## config.mk

```make
export PLATFORM = sky130hd
export DESIGN_NAME = exe_stage_mc
export DESIGN_NICKNAME = d
export VERILOG_FILES = /design/src/rtl/exe_stage_mc_pkg.sv /design/src/rtl/exe_iter_div.sv /design/src/rtl/exe_stage_mc.sv
export SDC_FILE = /design/constraint.sdc
export NUM_CORES = 2
export LEC_CHECK = 0
export ABC_AREA = 1
export CORE_MARGIN = 3
export CORE_UTILIZATION = 35
export CTS_CLUSTER_SIZE = 40
export DETAILED_ROUTE_END_ITERATION = 10
export GPL_TIMING_DRIVEN = 0
export PLACE_DENSITY_LB_ADDON = 0.12
export SYNTH_ARGS = -nofsm -noshare
export SYNTH_HDL_FRONTEND = slang
export SYNTH_HIERARCHICAL = 1
export SYNTH_SLANG_ARGS = --single-unit
```

## constraint.sdc

```tcl
create_clock -name clk -period 13.5 [get_ports clk]
set_input_delay 1.35 -clock clk [delete_from_list [all_inputs] [get_ports clk]]
set_output_delay 1.35 -clock clk [all_outputs]
set_load 0.03 [all_outputs]
```

## src/rtl/exe_stage_mc_pkg.sv

```systemverilog
// Shared types for the multi-cycle execute stage: opcodes, operand selects, FSM states.
package exe_pkg;

    typedef enum logic [3:0] {
        OP_ADD  = 4'd0,
        OP_SUB  = 4'd1,
        OP_SLT  = 4'd2,
        OP_SLTU = 4'd3,
        OP_AND  = 4'd4,
        OP_OR   = 4'd5,
        OP_XOR  = 4'd6,
        OP_NOR  = 4'd7,
        OP_SLL  = 4'd8,
        OP_SRL  = 4'd9,
        OP_SRA  = 4'd10,
        OP_LUI  = 4'd11,
        OP_DIV  = 4'd12,
        OP_DIVU = 4'd13,
        OP_REM  = 4'd14,
        OP_REMU = 4'd15
    } exe_op_e;

    localparam logic [1:0] SEL_REG = 2'b00;
    localparam logic [1:0] SEL_IMM = 2'b01;
    localparam logic [1:0] SEL_PC  = 2'b10;

    typedef enum logic [1:0] {
        ST_IDLE,
        ST_FULL,
        ST_BUSY
    } exe_state_e;

    // Divide family occupies the top four opcodes; bit0 = unsigned, bit1 = remainder.
    function automatic logic is_div_op(input exe_op_e op);
        return op[3:2] == 2'b11;
    endfunction

endpackage

```

## src/rtl/exe_iter_div.sv

```systemverilog
// Restoring radix-2 divider: one quotient bit per cycle on magnitudes, sign fixed up on the last step.
module exe_iter_div #(
    parameter int unsigned XLEN = 32
) (
    input  logic            clk_i,
    input  logic            rst_i,
    input  logic            start_i,
    input  logic            abort_i,
    input  logic            signed_i,
    input  logic            want_rem_i,
    input  logic [XLEN-1:0] dividend_i,
    input  logic [XLEN-1:0] divisor_i,
    output logic            done_o,
    output logic [XLEN-1:0] result_o
);

    localparam int unsigned CW = $clog2(XLEN);

    logic            busy_q;
    logic [CW-1:0]   cnt_q;
    logic [XLEN-1:0] rem_q, quo_q, dsr_q, dvd_q;
    logic            negq_q, negr_q, dz_q, want_rem_q;

    logic            a_neg, b_neg;
    logic [XLEN:0]   shifted, diff;
    logic [XLEN-1:0] rem_d, quo_d, q_fix, r_fix;

    assign a_neg = signed_i & dividend_i[XLEN-1];
    assign b_neg = signed_i & divisor_i[XLEN-1];

    always_comb begin
        shifted = {rem_q, quo_q[XLEN-1]};
        diff    = shifted - {1'b0, dsr_q};
        rem_d   = diff[XLEN] ? shifted[XLEN-1:0] : diff[XLEN-1:0];
        quo_d   = {quo_q[XLEN-2:0], ~diff[XLEN]};
        q_fix   = dz_q ? '1    : (negq_q ? -quo_d : quo_d);
        r_fix   = dz_q ? dvd_q : (negr_q ? -rem_d : rem_d);
    end

    // The result is taken from the final iteration's combinational value so the
    // owner can capture it on the same edge that retires the last quotient bit.
    assign done_o   = busy_q && (cnt_q == CW'(XLEN - 1));
    assign result_o = want_rem_q ? r_fix : q_fix;

    always_ff @(posedge clk_i or posedge rst_i) begin
        if (rst_i) begin
            busy_q     <= 1'b0;
            cnt_q      <= '0;
            rem_q      <= '0;
            quo_q      <= '0;
            dsr_q      <= '0;
            dvd_q      <= '0;
            negq_q     <= 1'b0;
            negr_q     <= 1'b0;
            dz_q       <= 1'b0;
            want_rem_q <= 1'b0;
        end else if (abort_i) begin
            busy_q <= 1'b0;
            cnt_q  <= '0;
        end else if (start_i) begin
            busy_q     <= 1'b1;
            cnt_q      <= '0;
            rem_q      <= '0;
            quo_q      <= a_neg ? -dividend_i : dividend_i;
            dsr_q      <= b_neg ? -divisor_i : divisor_i;
            dvd_q      <= dividend_i;
            negq_q     <= a_neg ^ b_neg;
            negr_q     <= a_neg;
            dz_q       <= (divisor_i == '0);
            want_rem_q <= want_rem_i;
        end else if (busy_q) begin
            rem_q <= rem_d;
            quo_q <= quo_d;
            if (done_o) begin
                busy_q <= 1'b0;
                cnt_q  <= '0;
            end else begin
                cnt_q <= cnt_q + 1'b1;
            end
        end
    end

endmodule

```

## src/rtl/exe_stage_mc.sv

```systemverilog
// Execute stage: operand select, single-cycle ALU or iterative divide, one registered output slot with valid/ready.
module exe_stage_mc
    import exe_pkg::*;
#(
    parameter int unsigned XLEN      = 32,
    parameter int unsigned REG_IDX_W = 5
) (
    input  logic                 clk,
    input  logic                 reset,
    input  logic                 flush,
    input  logic                 left_valid,
    output logic                 left_ready,
    input  logic [3:0]           id_op,
    input  logic [1:0]           sel_src1,
    input  logic [1:0]           sel_src2,
    input  logic [XLEN-1:0]      id_reg1,
    input  logic [XLEN-1:0]      id_reg2,
    input  logic [XLEN-1:0]      id_imm,
    input  logic [XLEN-1:0]      id_pc,
    input  logic [XLEN-1:0]      id_inst,
    input  logic                 id_wreg_en,
    input  logic [REG_IDX_W-1:0] id_wreg_index,
    output logic                 right_valid,
    input  logic                 right_ready,
    output logic [XLEN-1:0]      ex_result,
    output logic [XLEN-1:0]      ex_pc,
    output logic [XLEN-1:0]      ex_inst,
    output logic [XLEN-1:0]      ex_src2,
    output logic                 ex_wreg_en,
    output logic [REG_IDX_W-1:0] ex_wreg_index
);

    localparam int unsigned SHW = $clog2(XLEN);

    exe_state_e           state_q;
    logic [XLEN-1:0]      ex_result_q, ex_pc_q, ex_inst_q, ex_src2_q;
    logic                 ex_wreg_en_q;
    logic [REG_IDX_W-1:0] ex_wreg_index_q;

    exe_op_e         op;
    logic [XLEN-1:0] src1, src2, alu_res, div_res;
    logic            is_div, fire, div_done;

    function automatic logic [XLEN-1:0] pick(input logic [1:0] sel, input logic [XLEN-1:0] r,
                                             input logic [XLEN-1:0] imm, input logic [XLEN-1:0] pc);
        return sel[1] ? pc : (sel[0] ? imm : r);
    endfunction

    assign op     = exe_op_e'(id_op);
    assign src1   = pick(sel_src1, id_reg1, id_imm, id_pc);
    assign src2   = pick(sel_src2, id_reg2, id_imm, id_pc);
    assign is_div = is_div_op(op);

    assign left_ready = ~flush & ((state_q == ST_IDLE) | ((state_q == ST_FULL) & right_ready));
    assign fire       = left_valid & left_ready;

    always_comb begin
        alu_res = src2;
        case (op)
            OP_ADD:  alu_res = src1 + src2;
            OP_SUB:  alu_res = src1 - src2;
            OP_SLT:  alu_res = {{(XLEN-1){1'b0}}, $signed(src1) < $signed(src2)};
            OP_SLTU: alu_res = {{(XLEN-1){1'b0}}, src1 < src2};
            OP_AND:  alu_res = src1 & src2;
            OP_OR:   alu_res = src1 | src2;
            OP_XOR:  alu_res = src1 ^ src2;
            OP_NOR:  alu_res = ~(src1 | src2);
            OP_SLL:  alu_res = src1 << src2[SHW-1:0];
            OP_SRL:  alu_res = src1 >> src2[SHW-1:0];
            OP_SRA:  alu_res = $signed(src1) >>> src2[SHW-1:0];
            default: alu_res = src2;
        endcase
    end

    exe_iter_div #(.XLEN(XLEN)) u_div (
        .clk_i      (clk),
        .rst_i      (reset),
        .start_i    (fire & is_div),
        .abort_i    (flush),
        .signed_i   (~id_op[0]),
        .want_rem_i (id_op[1]),
        .dividend_i (src1),
        .divisor_i  (src2),
        .done_o     (div_done),
        .result_o   (div_res)
    );

    // Divide metadata goes straight into the output slot at issue; only the
    // result arrives later. The slot is invalid while BUSY, so nothing observes it.
    always_ff @(posedge clk or posedge reset) begin
        if (reset) begin
            state_q         <= ST_IDLE;
            ex_result_q     <= '0;
            ex_pc_q         <= '0;
            ex_inst_q       <= '0;
            ex_src2_q       <= '0;
            ex_wreg_en_q    <= 1'b0;
            ex_wreg_index_q <= '0;
        end else if (flush) begin
            state_q <= ST_IDLE;
        end else begin
            case (state_q)
                ST_IDLE, ST_FULL: begin
                    if (fire) begin
                        ex_pc_q         <= id_pc;
                        ex_inst_q       <= id_inst;
                        ex_src2_q       <= src2;
                        ex_wreg_en_q    <= id_wreg_en;
                        ex_wreg_index_q <= id_wreg_index;
                        if (is_div) begin
                            state_q <= ST_BUSY;
                        end else begin
                            ex_result_q <= alu_res;
                            state_q     <= ST_FULL;
                        end
                    end else if (state_q == ST_FULL && right_ready) begin
                        state_q <= ST_IDLE;
                    end
                end
                ST_BUSY: begin
                    if (div_done) begin
                        ex_result_q <= div_res;
                        state_q     <= ST_FULL;
                    end
                end
                default: state_q <= ST_IDLE;
            endcase
        end
    end

    assign right_valid   = (state_q == ST_FULL);
    assign ex_result     = ex_result_q;
    assign ex_pc         = ex_pc_q;
    assign ex_inst       = ex_inst_q;
    assign ex_src2       = ex_src2_q;
    assign ex_wreg_en    = ex_wreg_en_q;
    assign ex_wreg_index = ex_wreg_index_q;

endmodule

```

==> key figures <==
Run status
  • Status: complete, but fails checks
  • Failing checks: capacitance limit, slew limit

Placement
  • # port buffers: 313
  • Post-DP Area: 0.0339 mm^2
  • Detail Placement HPWL: 141 mm
  • GPL Wtd Cong: 1.13

Synthesis
  • Fraction of registers with async set/reset: 100%
  • Synth top area share: 23.4%
  • Post-synth EDFFs: 0
  • Synth unique cells: 71
  • Prevailing post-synth register cell: dfrtp_1
  • Syn_nets: 5270
  • Synth top area cells: dfrtp_1 (23%), nand2_1 (22%), nand3_1 (8.2%), inv_1 (7.1%), ha_1 (5.9%)
  • Synth Warn #: 6
  • Post-synthesis sequential area ratio: 23.4%
  • Most area-hungry cell type in the Yosys netlist: dfrtp_1
  • Seq cells post-synth: 274
  • Cells after Synth: 4949
  • Cell Area, Synth: 0.0293 mm^2
  • Post-Synthesis Mean Instance Area: 5.92 um^2

Critical path
  • Buf/Inv on CP: 5
  • RR Startpoint: u_div/quo_q[31]
  • Crit path arrival time: 7.82 ns
  • Crit path max-delay cell type: o21ai_0
  • CP Class: in2reg
  • Crit. Startpoint: sel_src2[1]
  • Slowest cell delay on critical path: 1.30 ns
  • Crit path cell chain: clkdlybuf4s50_1 -> inv_2 -> clkbuf_1 -> o21ai_0 -> inv_1 -> ha_1 -> buf_2 -> a21oi_1 -> o21ai_0 -> a21oi_1 -> nand3_1 -> a21o_1 -> o21ai_0 -> nand4_1 -> nand2_1 -> nand2_1
  • Critical path data required time: 13.94 ns
  • Crit path max fanout: 10
  • CP Capture Type: flip-flop
  • Crit start category: primary input
  • Most frequent CP cell: o21ai_0
  • Crit path max-delay family: compound AO/OA/AOI/OAI gates

Finish
  • NumNets Final: 5637
  • Commonest cells after routing, fill and taps aside: nand2_1 (1724), inv_1 (552), nand3_1 (478)
  • FILL cells: 9229
  • Synthesis-to-layout area growth: 20.5%
  • Share of cells above drive strength 1: 5.67%
  • Commonest non-fill, non-tap cell in the layout: nand2_1
  • Area of the multi-input gates: 0.0191 mm^2
  • Reg area: 0.00686 mm^2
  • Fin area: 0.0353 mm^2

Global routing
  • Largest net degree at the start of global routing: 109
  • Vias in the first global route: 34500
  • GRT Residual Overflow: 0
  • Initial antenna violation count: 9
  • First-pass GRT wire length: 244 mm
  • Total GRT Usage: 38.7%

Timing
  • Max-slew violation count: 10
  • Skew final: 0.0434 ns
  • Tcrit/Tclk final: 54.6%
  • Maximum achievable frequency: 0.136 GHz
  • Unrepaired setup endpoints after global routing: no
  • Relative slew slack: -5.84%
  • Final Hold Fails: 0
  • Worst slew pin tran: 1.57 ns
  • Minimum clock period: 7.38 ns
  • Setup total negative slack: 0 ns
  • Final setup fails: 0

Power and ir drop
  • Internal Power: 3.05 mW
  • Leakage: 17.8 nW
  • Max VDD drop: 0.155 mV
  • Cell Pwr Density: 192 mW/mm^2
  • Final Power: 6.78 mW
  • Sw frac: 55.0%
  • Gate power share: 65.0%
  • Register share of total power: 19.0%
  • Clock power share: 16.1%
  • Switching power: 3.73 mW

Clock network
  • TritonCTS buffer count: 38
  • Post-CTS setup buffers: 0
  • Clock-pin slew on the worst setup and hold paths: 0.06 ns
  • CTS tree: yes
  • Hold buffers post-CTS: 0
  • Cts repair resizes: 0
  • CTS Buffer Depth: 3
  • CTS root buf: clkbuf_16
  • Htree depth: 2
  • Clk_lat worst skew: 0.60 ns
  • Clock sinks: 274

Die
  • Initial core utilization: 35.5%
  • Die Ht: 295 um
  • Row count: 105
  • Core Area: 0.0825 mm^2
  • Boundary Pins: 315
  • Chip width: 295 um
  • Die area: 0.0872 mm^2

Hold path
  • Worst Hold Class: reg2reg
  • Hold path startpoint: u_div/dvd_q[6]

Routing
  • DRT iter0 DRCs: 4372
  • Final ANT Viol Nets: 0
  • Via count: 36400
  • Avg WL per Cell: 26.9 um
  • DRC viols: 0
  • DR vias/cell: 5.67
  • First-pass iteration count of the detailed router: 7
  • Routed WL: 173 mm

Job
  • Max-cap viol count: 3
[per-stage QoR]
| step | util, % | cells | hold slack [ns] | setup slack (ns) |
|---|---|---|---|---|
| detailed placement | 41.1 | 6346 | 0.458 | 6.04 |
| CTS | 42.7 | 6415 | 0.473 | 6.63 |
| global placement | 40.9 | 6332 | 0.454 | 5.37 |
| finish | 42.8 | 6423 | 0.477 | 6.12 |
| floorplan | - | 4949 | 0.437 | 8.45 |
| global route | 42.7 | 6417 | 0.488 | 6.32 |
[routing by layer]
| metal | GRT usage [%] | vias up | part of all wire (%) |
|---|---|---|---|
| met1 | 48.0 | 17100 | 39 |
| met5 | 0 | - | 0.0075 |
| met2 | 60.8 | 2027 | 43 |
| met3 | 9.81 | 496 | 10 |
| li1 | - | 16800 | - |
| met4 | 22.6 | 2 | 7.1 |
[power by group through the flow]
stage	combinational (mW)	sequential [mW]	clock, mW
global placement	4.30	1.29	0
floorplan	2.60	1.40	0
CTS	4.32	1.28	1.11
detailed placement	4.30	1.29	0
finish	4.40	1.28	1.09
global route	4.79	1.31	1.14
[sequential cells by signal, indices dropped and copies added (netlist names), 5 cells and up]
| register | count |
|---|---|
| ex_inst | 32 |
| ex_pc | 32 |
| ex_result | 32 |
| ex_src2 | 32 |
| ex_wreg_index | 5 |
| u_div/cnt_q | 5 |
| u_div/dsr_q | 32 |
| u_div/dvd_q | 32 |
| u_div/quo_q | 32 |
| u_div/rem_q | 32 |
[cells in the mapped netlist, types with 6 or more instances]
| cell | number |
|---|---|
| a211oi_1 | 9 |
| a21boi_0 | 6 |
| a21boi_1 | 19 |
| a21oi_1 | 232 |
| a22oi_1 | 9 |
| a31oi_1 | 14 |
| and2_1 | 13 |
| buf_1 | 9 |
| buf_2 | 49 |
| buf_4 | 20 |
| buf_6 | 21 |
| clkbuf_1 | 120 |
| clkinv_1 | 6 |
| dfrtp_1 | 274 |
| ha_1 | 139 |
| inv_1 | 554 |
| inv_2 | 17 |
| nand2_1 | 1724 |
| nand2_2 | 26 |
| nand2_4 | 9 |
| nand3_1 | 478 |
| nand3_2 | 10 |
| nand3b_1 | 12 |
| nand4_1 | 57 |
| nor2_1 | 394 |
| nor2_2 | 15 |
| nor3_1 | 51 |
| nor4_1 | 12 |
| o2111ai_1 | 16 |
| o211ai_1 | 43 |
| o21a_1 | 7 |
| o21ai_0 | 334 |
| o21ai_1 | 23 |
| o21ai_2 | 6 |
| o21bai_1 | 15 |
| o221ai_1 | 16 |
| o22ai_1 | 40 |
| o31ai_1 | 12 |
| or2_2 | 24 |
| xnor2_1 | 9 |
| xor2_1 | 46 |
[tightest hold or removal path, cell delays in order (launching register included)]
cell and delay (ns):
dfrtp_1 0.34, nand2_1 0.05, nand2_1 0.05
[worst paths after layout]
check	end	slack, ns	cells after the start
worst max-delay path	ex_result[24]	6.12	16
worst min-delay path	u_div/dvd_q[6]	0.48	2
worst max register to register	ex_result[28]	7.29	34
worst min register to register	u_div/dvd_q[6]	0.48	2
max in group asynchronous	u_div/cnt_q[3]	11.28	3
min in group asynchronous	ex_result[31]	1.27	2
[layout make-up]
type / instances / share of cell area, %
Clock buffer: 46 / 2.92
Clock inverter: 23 / 0.862
Sequential cell: 274 / 19.4
Tap cell: 1070 / 3.80
Timing Repair Buffer: 327 / 9.33
Antenna cell: 8 / 0.0568
Inverter: 579 / 6.21
Buffer: 221 / 3.22
Multi-Input combinational cell: 3875 / 54.2
[cell families after synthesis]
| group | Yosys count | share of synthesized area, % |
|---|---|---|
| buf+inv | 800 | 11.3 |
| compound gates | 835 | 16.6 |
| flops | 274 | 23.4 |
| fa+ha+maj | 142 | 6.15 |
| simple gates | 2843 | 40.9 |
| xor+xnor | 55 | 1.65 |
(Power assumes the default switching activity.)
